File: config.mk
export PLATFORM = sky130hd
export DESIGN_NAME = x1_multiplier
export DESIGN_NICKNAME = d
export VERILOG_FILES = /design/src/rtl/x1_multiplier.sv
export SDC_FILE = /design/constraint.sdc
export NUM_CORES = 1
export LEC_CHECK = 0
export BUFFER_PORTS_ARGS = -buffer_cell sky130_fd_sc_hd__buf_2
export CORE_AREA = 10 10 181 183
export CTS_CLUSTER_SIZE = 20
export DETAILED_ROUTE_END_ITERATION = 8
export DIE_AREA = 0 0 191 193
export GPL_TIMING_DRIVEN = 0
export PLACE_DENSITY = 0.93
export SYNTH_ARGS = -nofsm -noshare
export SYNTH_HDL_FRONTEND = slang
export SYNTH_SLANG_ARGS = --single-unit
File: constraint.sdc
create_clock -name clk -period 2.1 [get_ports clk]
set_input_delay 0 -clock clk [delete_from_list [all_inputs] [get_ports clk]]
set_output_delay 0 -clock clk [all_outputs]
set_load 0.05 [all_outputs]
File: src/rtl/x1_multiplier.sv
// rtl/x1_multiplier.sv - multiplier X1 stage: 5:2 carry-save reduction into the X1X2 FIFO
//
// Ports:
//   clk             core clock, rising edge
//   reset_n         asynchronous active-low reset
//   RES_RX0         X0 head partial sums {v4,v3,v2,v1,v0}, 64 bits each
//   SELECT_MSB_RX0  X0 head: upper half of product wanted
//   SIGNED_RES_RX0  X0 head: sign-correction flag
//   X0X1_EMPTY_SX0  X0 FIFO empty
//   X0X1_POP_SX1    pop X0 FIFO (combinational)
//   X1X2_POP_SX2    X2 pops the X1X2 head
//   RES_RX1         X1X2 head {c1 carry [127:64], c0 sum [63:0]}
//   SELECT_MSB_RX1  X1X2 head flag
//   SIGNED_RES_RX1  X1X2 head flag
//   X1X2_EMPTY_SX1  X1X2 FIFO empty
module x1_multiplier #(
  parameter int DEPTH = 2
) (
  input  logic         clk,
  input  logic         reset_n,
  input  logic [319:0] RES_RX0,
  input  logic         SELECT_MSB_RX0,
  input  logic         SIGNED_RES_RX0,
  input  logic         X0X1_EMPTY_SX0,
  output logic         X0X1_POP_SX1,
  input  logic         X1X2_POP_SX2,
  output logic [127:0] RES_RX1,
  output logic         SELECT_MSB_RX1,
  output logic         SIGNED_RES_RX1,
  output logic         X1X2_EMPTY_SX1
);

  localparam int PW = (DEPTH > 1) ? $clog2(DEPTH) : 1;
  localparam int CW = $clog2(DEPTH + 1);

  // 3:2 compressor; returns {carry, sum}. Carry is shifted left one place
  // and the bit leaving position 63 is dropped (mod 2^64 arithmetic).
  function automatic logic [127:0] csa(input logic [63:0] a,
                                       input logic [63:0] b,
                                       input logic [63:0] c);
    logic [63:0] maj;
    maj = (a & b) | (a & c) | (b & c);
    return {maj[62:0], 1'b0, a ^ b ^ c};
  endfunction

  function automatic logic [PW-1:0] next_ptr(input logic [PW-1:0] p);
    return (p == PW'(DEPTH - 1)) ? '0 : p + PW'(1);
  endfunction

  logic [127:0] stage_a;
  logic [127:0] stage_b;
  logic [127:0] stage_c;

  assign stage_a = csa(RES_RX0[63:0],    RES_RX0[127:64],  RES_RX0[191:128]);
  assign stage_b = csa(stage_a[63:0],    stage_a[127:64],  RES_RX0[255:192]);
  assign stage_c = csa(stage_b[63:0],    stage_b[127:64],  RES_RX0[319:256]);

  logic [129:0]  mem [DEPTH];
  logic [PW-1:0] wr_ptr;
  logic [PW-1:0] rd_ptr;
  logic [CW-1:0] count;

  logic full;
  logic empty;
  logic push;
  logic pop;

  assign full  = (count == CW'(DEPTH));
  assign empty = (count == '0);

  // A full FIFO blocks the push even when X2 frees a slot this cycle, so the
  // pop request never depends combinationally on X1X2_POP_SX2.
  assign push = ~(full | X0X1_EMPTY_SX0);
  assign pop  = X1X2_POP_SX2 & ~empty;

  assign X0X1_POP_SX1 = push;

  always_ff @(posedge clk or negedge reset_n) begin
    if (!reset_n) begin
      wr_ptr <= '0;
      rd_ptr <= '0;
      count  <= '0;
      for (int i = 0; i < DEPTH; i++) begin
        mem[i] <= '0;
      end
    end else begin
      if (push) begin
        mem[wr_ptr] <= {SELECT_MSB_RX0, SIGNED_RES_RX0, stage_c};
        wr_ptr      <= next_ptr(wr_ptr);
      end
      if (pop) begin
        rd_ptr <= next_ptr(rd_ptr);
      end
      case ({push, pop})
        2'b10:   count <= count + CW'(1);
        2'b01:   count <= count - CW'(1);
        default: count <= count;
      endcase
    end
  end

  logic [129:0] head;
  assign head = mem[rd_ptr];

  assign RES_RX1        = head[127:0];
  assign SIGNED_RES_RX1 = head[128];
  assign SELECT_MSB_RX1 = head[129];
  assign X1X2_EMPTY_SX1 = empty;

endmodule
==> results of run 1 <==
worst paths after layout:
path | endpoint | depth (start not counted) | from
max | RES_RX1[96] | 4 | rd_ptr$_DFFE_PN0P_
min | mem[69]$_DFFE_PN0P_ | 3 | reset_n
max reg2reg | mem[82]$_DFFE_PN0P_ | 5 | count[1]$_DFFE_PN0P_
min reg2reg | mem[37]$_DFFE_PN0P_ | 1 | mem[37]$_DFFE_PN0P_
max in group asynchronous | mem[73]$_DFFE_PN0P_ | 3 | reset_n
min in group clk | mem[63]$_DFFE_PN0P_ | 4 | RES_RX0[127]
cell usage after synthesis, types with 2 or more instances:
| cell | instances |
|---|---|
| mux2i_1 | 4 |
| inv_1 | 11 |
| xnor3_1 | 2 |
| buf_8 | 11 |
| fa_1 | 187 |
| nand2_1 | 2 |
| xnor2_1 | 4 |
| o21ai_0 | 2 |
| dfrtp_1 | 262 |
| nor2_1 | 3 |
| buf_6 | 12 |
| mux2_1 | 108 |
| buf_2 | 9 |
| clkbuf_1 | 3 |
| xor2_1 | 3 |
| ha_1 | 3 |
| mux2_2 | 273 |
| buf_1 | 4 |
| buf_4 | 5 |
state kept, by name, summed over array words and instances (netlist names):
| name | flops |
|---|---|
| count | 2 |
| mem | 258 |
| rd_ptr | 1 |
| wr_ptr | 1 |
final cells by class:
cell class | count | area (um^2) | share of cell area [%]
Inverter | 11 | 41.29 | 0.2078
Clock inverter | 10 | 103.9 | 0.5226
Multi-Input combinational cell | 596 | 8299 | 41.77
Timing Repair Buffer | 528 | 3048 | 15.34
Antenna cell | 2 | 5.005 | 0.02519
Clock buffer | 43 | 848.3 | 4.269
Sequential cell | 262 | 6558 | 33.00
Buffer | 43 | 479.2 | 2.412
Tap cell | 390 | 488.0 | 2.456
cells by family (layout without fill, tap and decap cells):
group,count (synthesis),in the layout
compound gates,2,2
xor+xnor,9,9
fa+ha+maj,190,190
buf+inv,55,635
flops,262,262
mux,385,385
other cells,1,3
simple gates,9,9
where the power goes:
group          internal (uW)  switching, uW
logic                   7410          13000
clock network           3020           2040
registers               7710           1350
total                  18100          16300
stage by stage:
stage / worst slack, ns / hold slack [ns] / std cells
floorplan: 0.06832 / -0.2956 / 913
global placement: -3.370 / 0.2315 / 1759
detailed placement: -0.2977 / -0.1854 / 1761
CTS: -0.01283 / 0.003035 / 1883
global route: 0.005048 / 0.03466 / 1885
finish: 0.06726 / 0.04988 / 1885
repair_timing:
item	CTS	global route
endpoints found under the setup margin	129	21
hold buffers	70	0
buffers inserted	0	0
hold endpoints to repair	521	0
gates resized for setup	28	3
cloned	0	0
worst reg2reg max path, cell delays in order (launching register included):
cell,delay [ns]
dfrtp_1,0.41
nor2b_4,0.15
nor3b_4,0.30
buf_8,0.26
buf_8,0.18
mux2_1,0.35
metal layers:
layer	vias to the layer above	share of wire, %	track usage, %	routed length, um
li1	4260	-	-	-
met2	413	54	45.89	24980
met4	2	5.0	11.33	2295
met5	-	0.028	0	13
met1	5282	35	26.28	16100
met3	133	6.0	5.522	2781
==> impl_metrics.yaml, run 1 <==
outcome:
  outcome: "completed"
logic_synthesis:
  synth_area_leaders: "dfrtp_1 (43%), fa_1 (24%), mux2_2 (20%)"
  synthXorXnorAreaFrac_pct: 0.6948
  syn_nets: 1429
  synthSimpleGateAreaFrac_pct: 0.4414
  synth_adder_area_share_pct: 24.70
  syn_inst: 913
  synth_compound_area_share_pct: 0.06540
  yosys_warnings: 0
  synth_top_family_by_area: "multiplexers"
  synth_edf_count: 0
  synth-seq-cells: 262
  yosys_most_used_dff: "dfrtp_1"
  synth_mux_area_share_pct: 28.29
  synthArstFlopShare_pct: 100.0
  ys_seq_area_share_pct: 42.83
  synth_cell_types: 24
  synth_top_area_share_pct: 42.83
  syn_area_per_cell_um2: 16.76
  syn_area_um2: 15310
  synth_top_cell_by_area: "dfrtp_1"
setup_path:
  slowest_delay_ns: 0.45
  cp_num_buf_inv: 3
  required_ns: 2.10
  cp_slowest_cell: "dfrtp_2"
  rrSetupSlack_ns: 0.32
  crit_arrival_ns: 2.03
  path_cells: "clkbuf_16 -> buf_4 -> mux2_2 -> buf_2"
  startpoint_type: "register"
  cp_max_fo: 10
  crit_family: "buffers and inverters"
  crit_path_end_kind: "primary output"
  critPathKind: "register to primary output"
cells_and_area:
  layout_common_cells: "buf_2 (460), mux2_2 (273), dfrtp_1 (261), fa_1 (187), mux2_1 (108)"
  nFillCells: 1938
  finish.utilization_pct: 67.95
  area_delta_synth_final_pct: 29.82
  final_common_cell: "buf_2"
  finish.net_count: 1987
  postLayoutCellArea_um2: 19870
  drive_above_1_share_pct: 55.19
floorplan:
  die_h_um: 193
  rows: 63
  ios: 458
  initial_core_util_pct: 52.34
  fp.dieW_um: 191
  core_um2: 29240
  die-area_um2: 36860
worst_hold_path:
  hold_class: "input port to asynchronous set/reset pin"
timing:
  maxSlewViolCount: 0
  layout_worst_path_cycle_share_pct: 96.80
  fin_skew_ns: 0.01419
  rsz0062_at_grt: "false"
  hold_viol: 0
  worstMarginPinSlew_ns: 0.6977
  min_period_ns: 2.033
  fmax_mhz: 491.9
  setup-tns-final_ns: 0
  setup_violations: 0
  max-slew-margin-rel_pct: 53.49
route:
  routedWlPerCell_um: 24.49
  drtAntennaViolNets: 0
  via_count: 10090
  wl_um: 46170
  drtPass1Iterations: 4
  initialDrtViolationCount: 346
  via_per_inst: 5.353
  drc: 0
clock_tree:
  path_clk_slew_ns: 0.06
  cts_buffers: 29
  cts_root_buffer: "clkbuf_16"
  cts_tree: "yes"
  cts.htree.levels: 1
  clkLatencyLatePin_ns: 0.55
  clk_path_buf_depth: 3
  clock_sinks: 262
power_and_ir_drop:
  finalPower_uw: 34480
  vdd_ir_drop_max_mv: 1.107
  power.density_nw_per_um2: 1735
  p_leak_uw: 0.008993
placement:
  port_buffers: 456
  gp_congestion: 0.9301
  place_hpwl_um: 35070
  dpl-instance-area_um2: 18140
grt:
  grt_pass1_vias: 12410
  grt_usage_pct: 24.73
  grt_overflow_total: 0
  grt_pass1_wl_um: 69960
  antenna_found_initial: 3
  grt_max_degree: 131
flow_run:
  maxCapViolations: 0
No activity file was read; power rests on OpenSTA's default activity.
==> inputs of run 2 (changes only) <==
HOLD_SLACK_MARGIN = 0.1   (was not set)
==> run 2 against run 1 <==
  * Combinational power is 3% higher
  * Critical endpoint is now mem[44]$_DFFE_PN0P_
  * Flip-flop and latch count stayed put
  * Sequential share of layout area is 1.2 points lower
  * Setup slack got worse by 0.058 ns
  * Power is 2.3% higher
  * Largest cell class unchanged
  * Utilization increased by 2.6 points
  * Count of clock-buffer cells in the layout did not move
  * Cell count increased by 4.1%
  * Non-clock buffer count up 73
==> impl_metrics.yaml, run 2 (synthesized netlist as in run 1, its figures left out) <==
power_and_ir_drop:
  p_clk_share_pct: 14.4
  finalPower_uw: 35270
  sw_frac_of_total_pct: 47.43
  comb_power_share_pct: 59.7
  power_switching_uw: 16730
  p_int_uw: 18540
  vdd_ir_drop_max_mv: 1.144
  p_seq_share_pct: 25.8
  power.density_nw_per_um2: 1711
  p_leak_uw: 0.009293
floorplan:
  fp.dieW_um: 191
  ios: 458
  initial_core_util_pct: 52.34
  die_h_um: 193
  rows: 63
  core_um2: 29240
  die-area_um2: 36860
cells_and_area:
  regMostFlops: "mem"
  top_regs: "mem (258), count (2)"
  layout_common_cells: "buf_2 (460), mux2_2 (273), dfrtp_1 (261), fa_1 (181), dlygate4sd3_1 (141)"
  final_common_cell: "buf_2"
  nFillCells: 1825
  finish.utilization_pct: 70.50
  finish.net_count: 2060
  postLayoutCellArea_um2: 20620
  drive_above_1_share_pct: 53.13
  largest_register_ffs: 258
  area_delta_synth_final_pct: 34.70
setup_path:
  cp.depth: 6
  startpoint_type: "input port"
  crit_family: "adder cells"
  cp-endpoint: "mem[44]$_DFFE_PN0P_"
  cpMostUsedCell: "fa_1"
  cp_num_buf_inv: 2
  rr_startpoint: "count[1]$_DFFE_PN0P_"
  crit_arrival_ns: 2.52
  path_cells: "buf_2 -> fa_1 -> fa_1 -> fa_1 -> dlygate4sd3_1 -> mux2_1"
  cp_max_fo: 2
  crit_start: "RES_RX0[171]"
  crit_path_end_kind: "register"
  required_ns: 2.53
  cp_slowest_cell: "dlygate4sd3_1"
  rrSetupSlack_ns: 0.10
  worstReg2RegEnd: "mem[259]$_DFFE_PN0P_"
  rr_worst_depth: 5
  slowest_delay_ns: 0.60
  critPathKind: "input port to register"
worst_hold_path:
  hold_class: "input port to asynchronous set/reset pin"
route:
  wl_um: 50000
  via_count: 10616
  initialDrtViolationCount: 385
  via_per_inst: 5.411
  drtAntennaViolNets: 0
  drc: 0
  routedWlPerCell_um: 25.48
  drtPass1Iterations: 4
placement:
  place_hpwl_um: 35070
  gp_congestion: 0.9301
  place_ws_ns: -0.2977
  port_buffers: 456
  dpl-instance-area_um2: 18140
timing:
  maxSlewViolCount: 0
  min_period_ns: 2.091
  whs_ns: 0.06945
  setup_violations: 0
  fin_skew_ns: 0.02145
  setup_slack_ns: 0.009387
  fmax_mhz: 478.3
  hold_viol: 0
  layout_worst_path_cycle_share_pct: 99.55
  max-slew-margin-rel_pct: 53.07
  worstMarginPinSlew_ns: 0.7039
grt:
  grt_overflow_total: 0
  grt_pass1_wl_um: 76380
  antenna_found_initial: 5
  grt_usage_pct: 27.20
  grt_pass1_vias: 13252
  grt_max_degree: 131
clock_tree:
  cts.htree.levels: 1
  clkLatencyLatePin_ns: 0.56
  clk_path_buf_depth: 3
  cts_tree: "yes"
  cts_buffers: 29
  clock_sinks: 262
  path_clk_slew_ns: 0.06
  cts_root_buffer: "clkbuf_16"
outcome:
  outcome: "completed"
flow_run:
  maxCapViolations: 0
==> run 2: cell count changes in the layout (fill, tap and decap cells not counted) <==
cell / previous run / this run
buf_4: 6 / 9
buf_6: 19 / 18
diode_2: 2 / 6
dlygate4sd3_1: 70 / 141
fa_1: 187 / 181
fa_2: 0 / 6
==> run 2: what timing repair did <==
item | 4_1_cts | 5_1_grt
endpoints found under the hold margin | 524 | 0
gates resized for setup | 28 | 8
buffers inserted | 0 | 2
pin swaps | 0 | 14
hold buffers | 162 | 0
setup endpoints to repair | 129 | 55
gates cloned | 0 | 0
==> run 2: final cells by class <==
class                           instances  area (um^2)  area share [%]
Inverter                               11        41.29          0.2003
Timing Repair Buffer                  601         3774           18.30
Tap cell                              390        488.0           2.367
Multi-Input combinational cell        596         8314           40.33
Clock buffer                           43        848.3           4.115
Sequential cell                       262         6558           31.81
Clock inverter                         10        103.9          0.5037
Buffer                                 43        475.5           2.306
Antenna cell                            6        15.01         0.07282
==> run 2: per-layer routing <==
metal,global-route usage [%],wire length [um],part of all wire (%)
met5,0,0,0
met1,27.25,16410,33
met4,17.60,3549,7.1
met2,49.29,26550,53
met3,7.086,3496,7.0
==> run 2: power groups by stage <==
stage / Combinational [uW] / Sequential, uW / Clock (uW)
after floorplan: 15000 / 8550 / 0
after global placement: 19500 / 8740 / 0
after detailed placement: 20000 / 9030 / 0
after CTS: 21000 / 9010 / 5180
after global routing: 22100 / 9400 / 5390
final: 21100 / 9120 / 5100
==> run 2: per-stage QoR <==
stage,std cells,TNS (ns)
2_1_floorplan,913,0
3_3_place_gp,1759,-894.53
3_5_place_dp,1761,-17.97
4_1_cts,1975,-0.04077
5_1_grt,1961,-0.002289
6_report,1962,0
==> run 2: worst min-delay path by stage <==
stage	end	depth (start not counted)	slack [ns]
floorplan	count[0]$_DFFE_PN0P_	0	-0.30
global placement	mem[128]$_DFFE_PN0P_	2	0.23
detailed placement	mem[63]$_DFFE_PN0P_	1	-0.19
CTS	mem[185]$_DFFE_PN0P_	4	0.10
global route	mem[9]$_DFFE_PN0P_	4	0.13
finish	mem[192]$_DFFE_PN0P_	3	0.07
==> run 2: tightest hold or removal path, delay by kind of cell <==
| kind | cells | cell delay [ns] |
|---|---|---|
| buf+inv | 3 | 1.11 |
==> inputs of run 3 (changes only) <==
clock period = 2.28 ns   (was 2.1 ns; I/O delays follow)
==> run 3 against run 2 <==
  * Cell area increased by 0.71%
  * First-iteration DRC count up 4.2%
  * Critical path depth unchanged
  * Count of clock-buffer cells in the layout stayed put
  * Combinational power is 8% lower
  * Utilization is 0.50 points higher
==> impl_metrics.yaml, run 3 (synthesized netlist as in run 1, its figures left out) <==
power_and_ir_drop:
  p_leak_uw: 0.009358
  power.density_nw_per_um2: 1569
  vdd_ir_drop_max_mv: 1.063
clock_tree:
  cts_buffers: 29
  clk_path_buf_depth: 3
  clkLatencyLatePin_ns: 0.56
  clock_sinks: 262
  path_clk_slew_ns: 0.06
  cts_tree: "yes"
  cts.htree.levels: 1
  cts_root_buffer: "clkbuf_16"
cells_and_area:
  regArea_um2: 6556
  nFillCells: 1813
  finish.net_count: 2078
  postLayoutCellArea_um2: 20760
  final_common_cell: "buf_2"
  top_regs: "mem (258), count (2)"
  largest_register_ffs: 258
  finish.utilization_pct: 71.00
  multi_input_area_um2: 8299
  drive_above_1_share_pct: 51.89
  regMostFlops: "mem"
  layout.cells.non_filler: 1981
  area_delta_synth_final_pct: 35.66
  layout_common_cells: "buf_2 (457), mux2_2 (273), dfrtp_1 (262), fa_1 (187), dlygate4sd3_1 (161)"
route:
  routedWlPerCell_um: 25.22
  via_count: 10614
  drtPass1Iterations: 4
  wl_um: 49960
  via_per_inst: 5.358
  drtAntennaViolNets: 0
  initialDrtViolationCount: 401
  drc: 0
worst_hold_path:
  hold_class: "input port to asynchronous set/reset pin"
placement:
  place_hpwl_um: 35070
  dpl-instance-area_um2: 18140
  gp_congestion: 0.9301
  port_buffers: 456
  place_ws_ns: -0.1177
  dp_cells: 1761
timing:
  maxSlewViolCount: 0
  worstMarginPinSlew_ns: 0.7329
  fmax_mhz: 453.0
  min_period_ns: 2.208
  hold_viol: 0
  layout_worst_path_cycle_share_pct: 96.82
  fin_skew_ns: 0.02378
  setup-tns-final_ns: 0
  setup_slack_ns: 0.07247
  max-slew-margin-rel_pct: 51.14
  rsz0062_at_grt: "false"
  setup_violations: 0
setup_path:
  slowest_delay_ns: 0.61
  crit_family: "buffers and inverters"
  required_ns: 2.72
  cp_max_fo: 2
  crit_path_end_kind: "register"
  rr_startpoint: "count[1]$_DFFE_PN0P_"
  startpoint_type: "input port"
  crit_start: "RES_RX0[203]"
  path_cells: "dlygate4sd3_1 -> buf_2 -> fa_1 -> fa_1 -> dlygate4sd3_1 -> mux2_1"
  critPathKind: "input port to register"
  cp_slowest_cell: "dlygate4sd3_1"
  cp_num_buf_inv: 3
  crit_arrival_ns: 2.64
grt:
  antenna_found_initial: 6
  grt_pass1_vias: 13235
  grt_max_degree: 131
  grt_pass1_wl_um: 75940
  grt_usage_pct: 27.02
  grt_overflow_total: 0
floorplan:
  rows: 63
  core_um2: 29240
  die-area_um2: 36860
  ios: 458
  die_h_um: 193
  initial_core_util_pct: 52.34
  fp.dieW_um: 191
outcome:
  outcome: "completed"
flow_run:
  maxCapViolations: 0
## run 3: through the flow
stage	hold WS [ns]	power (uW)
global placement	0.2315	25970
detailed placement	-0.1854	26700
finish	0.05134	32570
CTS	0.1004	32300
global route	0.1264	34010
floorplan	-0.2956	21730
## run 3: power by group
| group | switching [uW] | internal (uW) | total (uW) |
|---|---|---|---|
| logic | 12200 | 7280 | 19500 |
| clock network | 1910 | 2780 | 4700 |
| registers | 1290 | 7100 | 8390 |
## run 3: path summary, 6_finish.rpt
path | end | slack (ns) | cells past startpoint
max in group asynchronous | mem[73]$_DFFE_PN0P_ | 1.45 | 3
max | mem[11]$_DFFE_PN0P_ | 0.07 | 6
min reg2reg | mem[37]$_DFFE_PN0P_ | 0.48 | 1
min | mem[192]$_DFFE_PN0P_ | 0.05 | 3
min in group clk | mem[179]$_DFFE_PN0P_ | 0.11 | 4
max reg2reg | mem[259]$_DFFE_PN0P_ | 0.28 | 5
## run 3: area by class of cell
class	count	share of cell area, %
clock inverters	10	0.5002
multi-input cells	596	39.97
inverters	11	0.1989
flip-flops and latches	262	31.58
plain buffers	43	2.169
diodes	7	0.08436
clock buffers	43	4.086
well taps	390	2.350
repair buffers	619	19.07
## run 3: worst min-delay path, delay by kind of cell
| kind | cells | cell delay, ns |
|---|---|---|
| buf+inv | 3 | 1.09 |
## run 3: per-layer routing
layer / part of all wire, % / vias up / wire (um) / track usage (%)
met5: 0 / - / 0 / 0
met4: 7.2 / 0 / 3576 / 17.63
met3: 6.7 / 204 / 3328 / 6.835
met2: 53 / 500 / 26390 / 48.93
met1: 33 / 5445 / 16660 / 27.17
li1: - / 4465 / - / -
## run 3: what timing repair did
item                                    in CTS  in global routing
resized for setup                           13                  3
endpoints found under the setup margin     129                  5
endpoints found under the hold margin      524                  0
setup buffers                                0                  0
hold buffers                               161                  0
